--- src/rtl/weight_buf_pkg.sv ---
// rtl/weight_buf_pkg.sv - shared types and sizing helper for the weight buffer
package weight_buf_pkg;

    typedef enum logic [1:0] {
        ST_IDLE = 2'd0,
        ST_LOAD = 2'd1,
        ST_FULL = 2'd2
    } state_e;

    // A one-entry buffer still needs a 1-bit address port; $clog2(1) would give 0.
    function automatic int addr_width(input int depth);
        if (depth <= 1) begin
            return 1;
        end
        return $clog2(depth);
    endfunction

endpackage

--- src/rtl/weight_bank.sv ---
// rtl/weight_bank.sv - DEPTH x DW register bank, synchronous write, flat combinational read
//   clk   : write clock
//   wen   : write enable for entry waddr
//   waddr : write address
//   din   : write data
//   rdata : all entries, entry i at [i*DW +: DW]
module weight_bank #(
    parameter int DW    = 8,
    parameter int DEPTH = 54,
    parameter int AW    = 6
) (
    input  logic                clk,
    input  logic                wen,
    input  logic [AW-1:0]       waddr,
    input  logic [DW-1:0]       din,
    output logic [DEPTH*DW-1:0] rdata
);

    // One register per entry with its own address decode; storage is
    // deliberately not reset, a bank is only meaningful after a full load.
    for (genvar i = 0; i < DEPTH; i++) begin : g_entry
        logic [DW-1:0] entry_q;
        logic [DW-1:0] entry_d;

        always_comb begin
            entry_d = entry_q;
            if (wen && (waddr == AW'(i))) begin
                entry_d = din;
            end
        end

        always_ff @(posedge clk) begin
            entry_q <= entry_d;
        end

        assign rdata[i*DW +: DW] = entry_q;
    end

endmodule

--- src/rtl/weight_buf.sv ---
// rtl/weight_buf.sv - ping-pong weight buffer: stream load into shadow bank, swap to active
//   clk, rst_n          : clock, asynchronous active-low reset
//   load_start          : opens a load into the shadow bank (IDLE only)
//   s_valid/s_ready/s_data/s_last : load byte stream
//   swap                : promotes a complete shadow bank to active (FULL only)
//   dout                : all active-bank weights, entry i at [i*DW +: DW]
//   dout_valid          : active bank holds a complete load
//   loaded              : shadow bank complete, awaiting swap
//   err                 : sticky framing error, cleared by the next accepted load_start
module weight_buf
    import weight_buf_pkg::*;
#(
    parameter  int DW    = 8,
    parameter  int K     = 3,
    parameter  int CIN   = 3,
    parameter  int NSET  = 2,
    localparam int DEPTH = K * K * CIN * NSET,
    localparam int AW    = addr_width(DEPTH)
) (
    input  logic                clk,
    input  logic                rst_n,
    input  logic                load_start,
    input  logic                s_valid,
    output logic                s_ready,
    input  logic [DW-1:0]       s_data,
    input  logic                s_last,
    input  logic                swap,
    output logic [DEPTH*DW-1:0] dout,
    output logic                dout_valid,
    output logic                loaded,
    output logic                err
);

    state_e        state_q, state_d;
    logic [AW-1:0] waddr_q, waddr_d;
    logic          act_sel_q, act_sel_d;
    logic          dout_valid_q, dout_valid_d;
    logic          loaded_q, loaded_d;
    logic          err_q, err_d;

    logic                beat;
    logic                at_last;
    logic [DEPTH*DW-1:0] rdata0;
    logic [DEPTH*DW-1:0] rdata1;

    assign s_ready = (state_q == ST_LOAD);
    assign beat    = s_valid && s_ready;
    assign at_last = (waddr_q == AW'(DEPTH - 1));

    always_comb begin
        state_d      = state_q;
        waddr_d      = waddr_q;
        act_sel_d    = act_sel_q;
        dout_valid_d = dout_valid_q;
        loaded_d     = loaded_q;
        err_d        = err_q;
        case (state_q)
            ST_IDLE: begin
                if (load_start) begin
                    waddr_d = '0;
                    err_d   = 1'b0;
                    state_d = ST_LOAD;
                end
            end
            ST_LOAD: begin
                if (beat) begin
                    if (at_last) begin
                        // Last slot filled: data is kept even if s_last was missing.
                        state_d  = ST_FULL;
                        loaded_d = 1'b1;
                        if (!s_last) begin
                            err_d = 1'b1;
                        end
                    end else if (s_last) begin
                        err_d   = 1'b1;
                        state_d = ST_IDLE;
                    end else begin
                        waddr_d = waddr_q + AW'(1);
                    end
                end
            end
            ST_FULL: begin
                if (swap) begin
                    act_sel_d    = ~act_sel_q;
                    dout_valid_d = 1'b1;
                    loaded_d     = 1'b0;
                    state_d      = ST_IDLE;
                end
            end
            default: state_d = ST_IDLE;
        endcase
    end

    always_ff @(posedge clk or negedge rst_n) begin
        if (!rst_n) begin
            state_q      <= ST_IDLE;
            waddr_q      <= '0;
            act_sel_q    <= 1'b0;
            dout_valid_q <= 1'b0;
            loaded_q     <= 1'b0;
            err_q        <= 1'b0;
        end else begin
            state_q      <= state_d;
            waddr_q      <= waddr_d;
            act_sel_q    <= act_sel_d;
            dout_valid_q <= dout_valid_d;
            loaded_q     <= loaded_d;
            err_q        <= err_d;
        end
    end

    // Writes only ever target the shadow bank (the one act_sel does not name).
    weight_bank #(.DW(DW), .DEPTH(DEPTH), .AW(AW)) u_bank0 (
        .clk   (clk),
        .wen   (beat && act_sel_q),
        .waddr (waddr_q),
        .din   (s_data),
        .rdata (rdata0)
    );

    weight_bank #(.DW(DW), .DEPTH(DEPTH), .AW(AW)) u_bank1 (
        .clk   (clk),
        .wen   (beat && !act_sel_q),
        .waddr (waddr_q),
        .din   (s_data),
        .rdata (rdata1)
    );

    assign dout       = act_sel_q ? rdata1 : rdata0;
    assign dout_valid = dout_valid_q;
    assign loaded     = loaded_q;
    assign err        = err_q;

endmodule

--- config.mk ---
export PLATFORM = sky130hd
export DESIGN_NAME = weight_buf
export DESIGN_NICKNAME = d
export VERILOG_FILES = /design/src/rtl/weight_buf_pkg.sv /design/src/rtl/weight_bank.sv /design/src/rtl/weight_buf.sv
export SDC_FILE = /design/constraint.sdc
export NUM_CORES = 1
export LEC_CHECK = 0
export CELL_PAD_IN_SITES_DETAIL_PLACEMENT = 1
export CELL_PAD_IN_SITES_GLOBAL_PLACEMENT = 1
export CORE_MARGIN = 2
export CORE_UTILIZATION = 50
export DETAILED_ROUTE_END_ITERATION = 10
export PLACE_DENSITY_LB_ADDON = 0.1
export RECOVER_POWER = 25
export SLEW_MARGIN = 0
export SYNTH_ARGS = -nofsm -noshare
export SYNTH_HDL_FRONTEND = slang
export SYNTH_SLANG_ARGS = --single-unit
--- constraint.sdc ---
create_clock -name clk -period 4.3 [get_ports clk]
set_input_delay 1.29 -clock clk [delete_from_list [all_inputs] [get_ports clk]]
set_output_delay 1.29 -clock clk [all_outputs]
set_load 0.05 [all_outputs]
== Yosys cells after proc, flatten, opt, wreduce, memory -nomap -nowiden ==
Cells that the tools add are included.

* $add $sub $neg: 1
* $mul: 0
* Divide/modulo/power cells: 0
* $lt $le $gt $ge: 0
* Eq/ne operators: 63
* Shift operators: 0
* Multiplexer cells: 22
* Bitwise gates (word level): 1
* Reductions and logical operators: 121

{| class="wikitable"
|+ Operator list
! kind !! count
|-
| $mux 432 || 1
|-
| $eq 6x6->1 const B || 22
|-
| $logic_and 1x1->1 || 111
|-
| $eq 6x5->1 const B || 16
|-
| $eq 6x4->1 const B || 8
|-
| $eq 6x3->1 const B || 4
|-
| $mux 6 || 4
|-
| $eq 6x2->1 const B || 2
|-
| $pmux 6 s2 || 1
|-
| $mux 2 || 5
|-
| $reduce_and 5->1 || 2
|-
| $mux 1 || 8
|-
| $ne 2x2->1 const B || 4
|-
| $reduce_and 4->1 || 2
|-
| $add 6x1->6 const B || 1
|-
| $eq 6x1->1 const B || 1
|-
| $logic_not 6->1 || 1
|-
| $pmux 2 s3 || 1
|-
| $ne 2x1->1 const B || 2
|-
| $pmux 1 s2 || 2
|-
| $reduce_bool 2->1 || 2
|-
| $ne 3x1->1 const B || 1
|-
| $ne 3x3->1 const B || 1
|-
| $eq 2x1->1 const B || 1
|-
| other kinds (5) || 5
|}

* Bits in registers: 876
* Bits in latches: 0
* Bits in writable memories: 0
* Bits in read-only memories: 0
* Input bits: 14
* Logic and storage cells: 322
* Memories: 0

== Longest topological paths before layout ==
* Depth after elaboration: 5
* Depth in mapped cells: 6
* Depth with buffers taken out: 6

== Hierarchy ==
From an unflattened synthesis, not the netlist that was laid out.

* Cell total of the unflattened synthesis: 1573
* Area, all modules: 32494.9 um^2

{| class="wikitable"
|+ Modules (own cells, without submodules)
! module !! instances !! cells each !! area each (um^2)
|-
| weight_bank || 2 || 514 || 13402.9
|-
| weight_buf || 1 || 545 || 5689.2
|}

== Least setup slack after synthesis ==
Ideal clock, no wire load.

* Path type: input port to flip-flop
* Start: input s_valid
* End: register u_bank1.g_entry[47].entry_q[0], enable pin
* Data arrival time: 2.391 ns
* Required time: 3.905 ns
* Setup slack: 1.514 ns
* Cell stages on the path: 3
* Buffers on the path: 1
* Path through: buf_4 nand3b_1 nor4_1

* Word-level cells in the longest chain between the ends: 3

{| class="wikitable"
|+ RTL lines
! what !! line !! text
|-
| from (decl) || weight_buf.sv:23 || <nowiki>input logic s_valid,</nowiki>
|-
| $logic_and 1x1->1 || weight_buf.sv:47 || <nowiki>assign beat = s_valid && s_ready;</nowiki>
|-
| $logic_and 1x1->1 || weight_buf.sv:123 || <nowiki>.wen (beat && !act_sel_q),</nowiki>
|-
| $logic_and 1x1->1 || weight_bank.sv:27 || <nowiki>if (wen && (waddr == AW'(i))) begin</nowiki>
|-
| to (signal assigned) || weight_bank.sv:33 || <nowiki>entry_q <= entry_d;</nowiki>
|-
| to (decl) || weight_bank.sv:22 || <nowiki>logic [DW-1:0] entry_q;</nowiki>
|}

Every way passes these cells.
A chain may end at the register's enable or synchronous reset.

== Final worst setup path ==
* Start: register act_sel_q
* End: output dout[430]

* Word-level cells in the longest chain between the ends: 1

{| class="wikitable"
|+ RTL lines
! what !! line !! text
|-
| from (decl) || weight_buf.sv:36 || <nowiki>logic act_sel_q, act_sel_d;</nowiki>
|-
| from (signal assigned) || weight_buf.sv:105 || <nowiki>act_sel_q <= act_sel_d;</nowiki>
|-
| $mux 432 || weight_buf.sv:129 || <nowiki>assign dout = act_sel_q ? rdata1 : rdata0;</nowiki>
|-
| to (decl) || weight_buf.sv:28 || <nowiki>output logic [DEPTH*DW-1:0] dout,</nowiki>
|}

Every way passes these cells.

==> flow_summary.yaml <==
timing:
  timing.final.crit_share: 0.971
  worst_slack_ns: 0.123
  clock_skew_ns: 0.0224
  relSlewSlack: -1.15
  fin_crit_ns: 4.18
  slew_violations: 490
  rsz0062_at_grt: "false"
  hold-worst-slack_ns: 0.467
  timing.fmax_ghz: 0.239
  setup_viol: 0
  worst_slew_pin_slew_ns: 3.23
  hold_viol_final: 0
  tns_ns: 0
synthesis:
  yosysTopAreaCell: "edfxtp_1"
  synth_area_leaders: "edfxtp_1, mux2_2, nor2_1"
  synth_edf_count: 864
  synth_nets: 1586
  synth_ff_type: "edfxtp_1"
  yosysTopAreaCellShare: 0.800
  synthArstFlopShare: 0.0137
  synth_seq_cells: 876
  syn-mean-instance-area_sq_um: 20.7
  netlist_instances: 1568
  yosysWarnings: 0
  netlist-cell-type-count: 44
  synthesis.area_sq_um: 32400
  synth_top_cells_by_count: "edfxtp_1, mux2_2, nor2_1"
  yosysMostFrequentCell: "edfxtp_1"
  synth-seq-area-share: 0.809
floorplan:
  start_util: 0.504
  coreArea_sq_um: 64300
  die_y_um: 259
  fp.dieW_um: 259
  dieArea_sq_um: 66900
  num_rows: 93
  pin_count: 450
placement:
  gp_congestion: 0.778
  hpwl_um: 51700
  dp_slack_ns: 0.512
  port_buffers: 449
  place_inst: 2852
global_routing:
  overflow: 0
  grt_max_degree: 109
  first_global_vias: 17750
  antenna_found_initial: 4
  grt_pass1_wl_um: 122000
  grtUsageTotal: 0.252
routing:
  drc: 0
  drt-total-wl_um: 84300
  routed_via_density: 5.44
  antenna_left: 0
  wl_per_cell_um: 28.0
  firstDrtPassIters: 5
  via_count: 16369
  drtIter0Drc: 994
setup_path:
  r2r_slack_ns: 1.54
  cp-startpoint: "act_sel_q"
  critPathMaxFanout: 45
  path_class: "register to output port"
  timing.rr.start: "waddr_q[2]"
  reg2reg_depth: 3
  critPathLaunchType: "register"
  r2r-end: "u_bank0.g_entry[4].entry_q[1]"
  end_kind: "output port"
  crit_required_ns: 3.01
  worst_ep_arrival_time_ns: 2.89
cts:
  numCtsBuffers: 88
  clock_sinks: 876
  cts_root_buf: "clkbuf_16"
  cts_tree: "yes"
  cts_resized: 0
  clockBufferDepth: 3
  insertion_delay_ns: 0.63
  cts_hold_buf: 0
  clk_pin_slew_ns: 0.06
  htree_num_levels: 3
  cts_setup_buffers: 0
power:
  total_power_mw: 19.7
  power.density_nw_per_um2: 482
  ir_drop_v: 0.000348
  p_leak_nw: 13.4
layout:
  fillerInstances: 5341
  fin_cells: 3008
  drive_gt1_frac: 0.290
  syn2layout_area_growth_pct: 26.2
  fin_nets: 2105
min_path:
  hold_path_depth: 1
  hold_end: "dout_valid"
  min_path_type: "register to register"
  hp-start: "dout_valid"
outcome:
  violations: "capacitance limit, slew limit"
  status: "finished with violations"
run:
  maxCapViolCount: 9
placed cells by master, fill, tap and decap left out, types with 4 or more instances in the layout:
cell and n:
inv_1 5, clkinv_1 20, nand2_1 18, clkbuf_1 17, nor2_2 11, nor2_1 104
buf_12 13, clkbuf_16 91, ha_1 4, clkinv_2 19, buf_4 26, dfrtp_1 11
bufinv_16 9, mux2_2 432, nand3_1 10, clkdlybuf4s50_1 439, edfxtp_1 864
stage by stage:
step / util / cell area, sq um
after floorplan: - / 32400
after global placement: 0.593 / 38200
after detailed placement: 0.593 / 38200
after CTS: 0.637 / 41000
after global routing: 0.636 / 40900
final: 0.636 / 40900
worst max-delay path, cell delays in order, from the launching register on:
cell	delay [ns]
dfrtp_4	0.54
buf_12	0.24
buf_12	0.28
mux2_2	0.37
clkdlybuf4s50_1	0.78
report_power, final:
| group | internal (mW) | total (mW) | leakage, nW | switching [mW] |
|---|---|---|---|---|
| clock | 4.38 | 7.54 | 1.38 | 3.16 |
| sequential | 9.48 | 9.54 | 7.91 | 0.0632 |
| combinational | 0.832 | 2.63 | 4.06 | 1.80 |
worst max path at each step:
stage	slack, ns	end
floorplan	1.51	u_bank1.g_entry[47].entry_q[0]
global placement	0.58	u_bank1.g_entry[49].entry_q[3]
detailed placement	0.51	u_bank0.g_entry[44].entry_q[2]
CTS	0.08	dout[159]
global route	0.05	dout[132]
finish	0.12	dout[430]
registers in the layout (all words and copies together) (netlist names):
name / flops
state_q: 2
waddr_q: 6
dout_valid: 1
err: 1
u_bank0.g_entry.entry_q: 432
act_sel_q: 1
u_bank1.g_entry.entry_q: 432
loaded: 1
logic make-up after synthesis:
family / count (synthesis) / share of synthesized area
and+or+nand+nor: 166 / 0.0233
xor gates and xnor gates: 3 / 0.000810
buffers and inverters: 70 / 0.0110
AOI/OAI and AO/OA: 16 / 0.00390
DFF: 876 / 0.809
muxes: 433 / 0.150
adders and majority gates: 4 / 0.00154
layout make-up:
| type | count | area [sq um] | area share |
|---|---|---|---|
| flip-flops and latches | 876 | 26200 | 0.642 |
| multi-input cells | 622 | 5840 | 0.143 |
| repair buffers | 492 | 4930 | 0.120 |
| clock buffers | 101 | 2310 | 0.0566 |
| well taps | 855 | 1070 | 0.0261 |
| clock inverters | 54 | 489 | 0.0120 |
| inverters | 7 | 26.3 | 0.000642 |
| diodes | 1 | 2.50 | 0.0000612 |
routing by layer:
layer / vias to the layer above / part of all wire / GRT usage
met4: 6 / 0.017 / 0.0637
met2: 501 / 0.51 / 0.430
met3: 89 / 0.068 / 0.0640
met5: - / 0.00050 / 0
met1: 8618 / 0.40 / 0.323
li1: 7155 / - / -
Note: power is estimated with default switching activity, not from simulation.
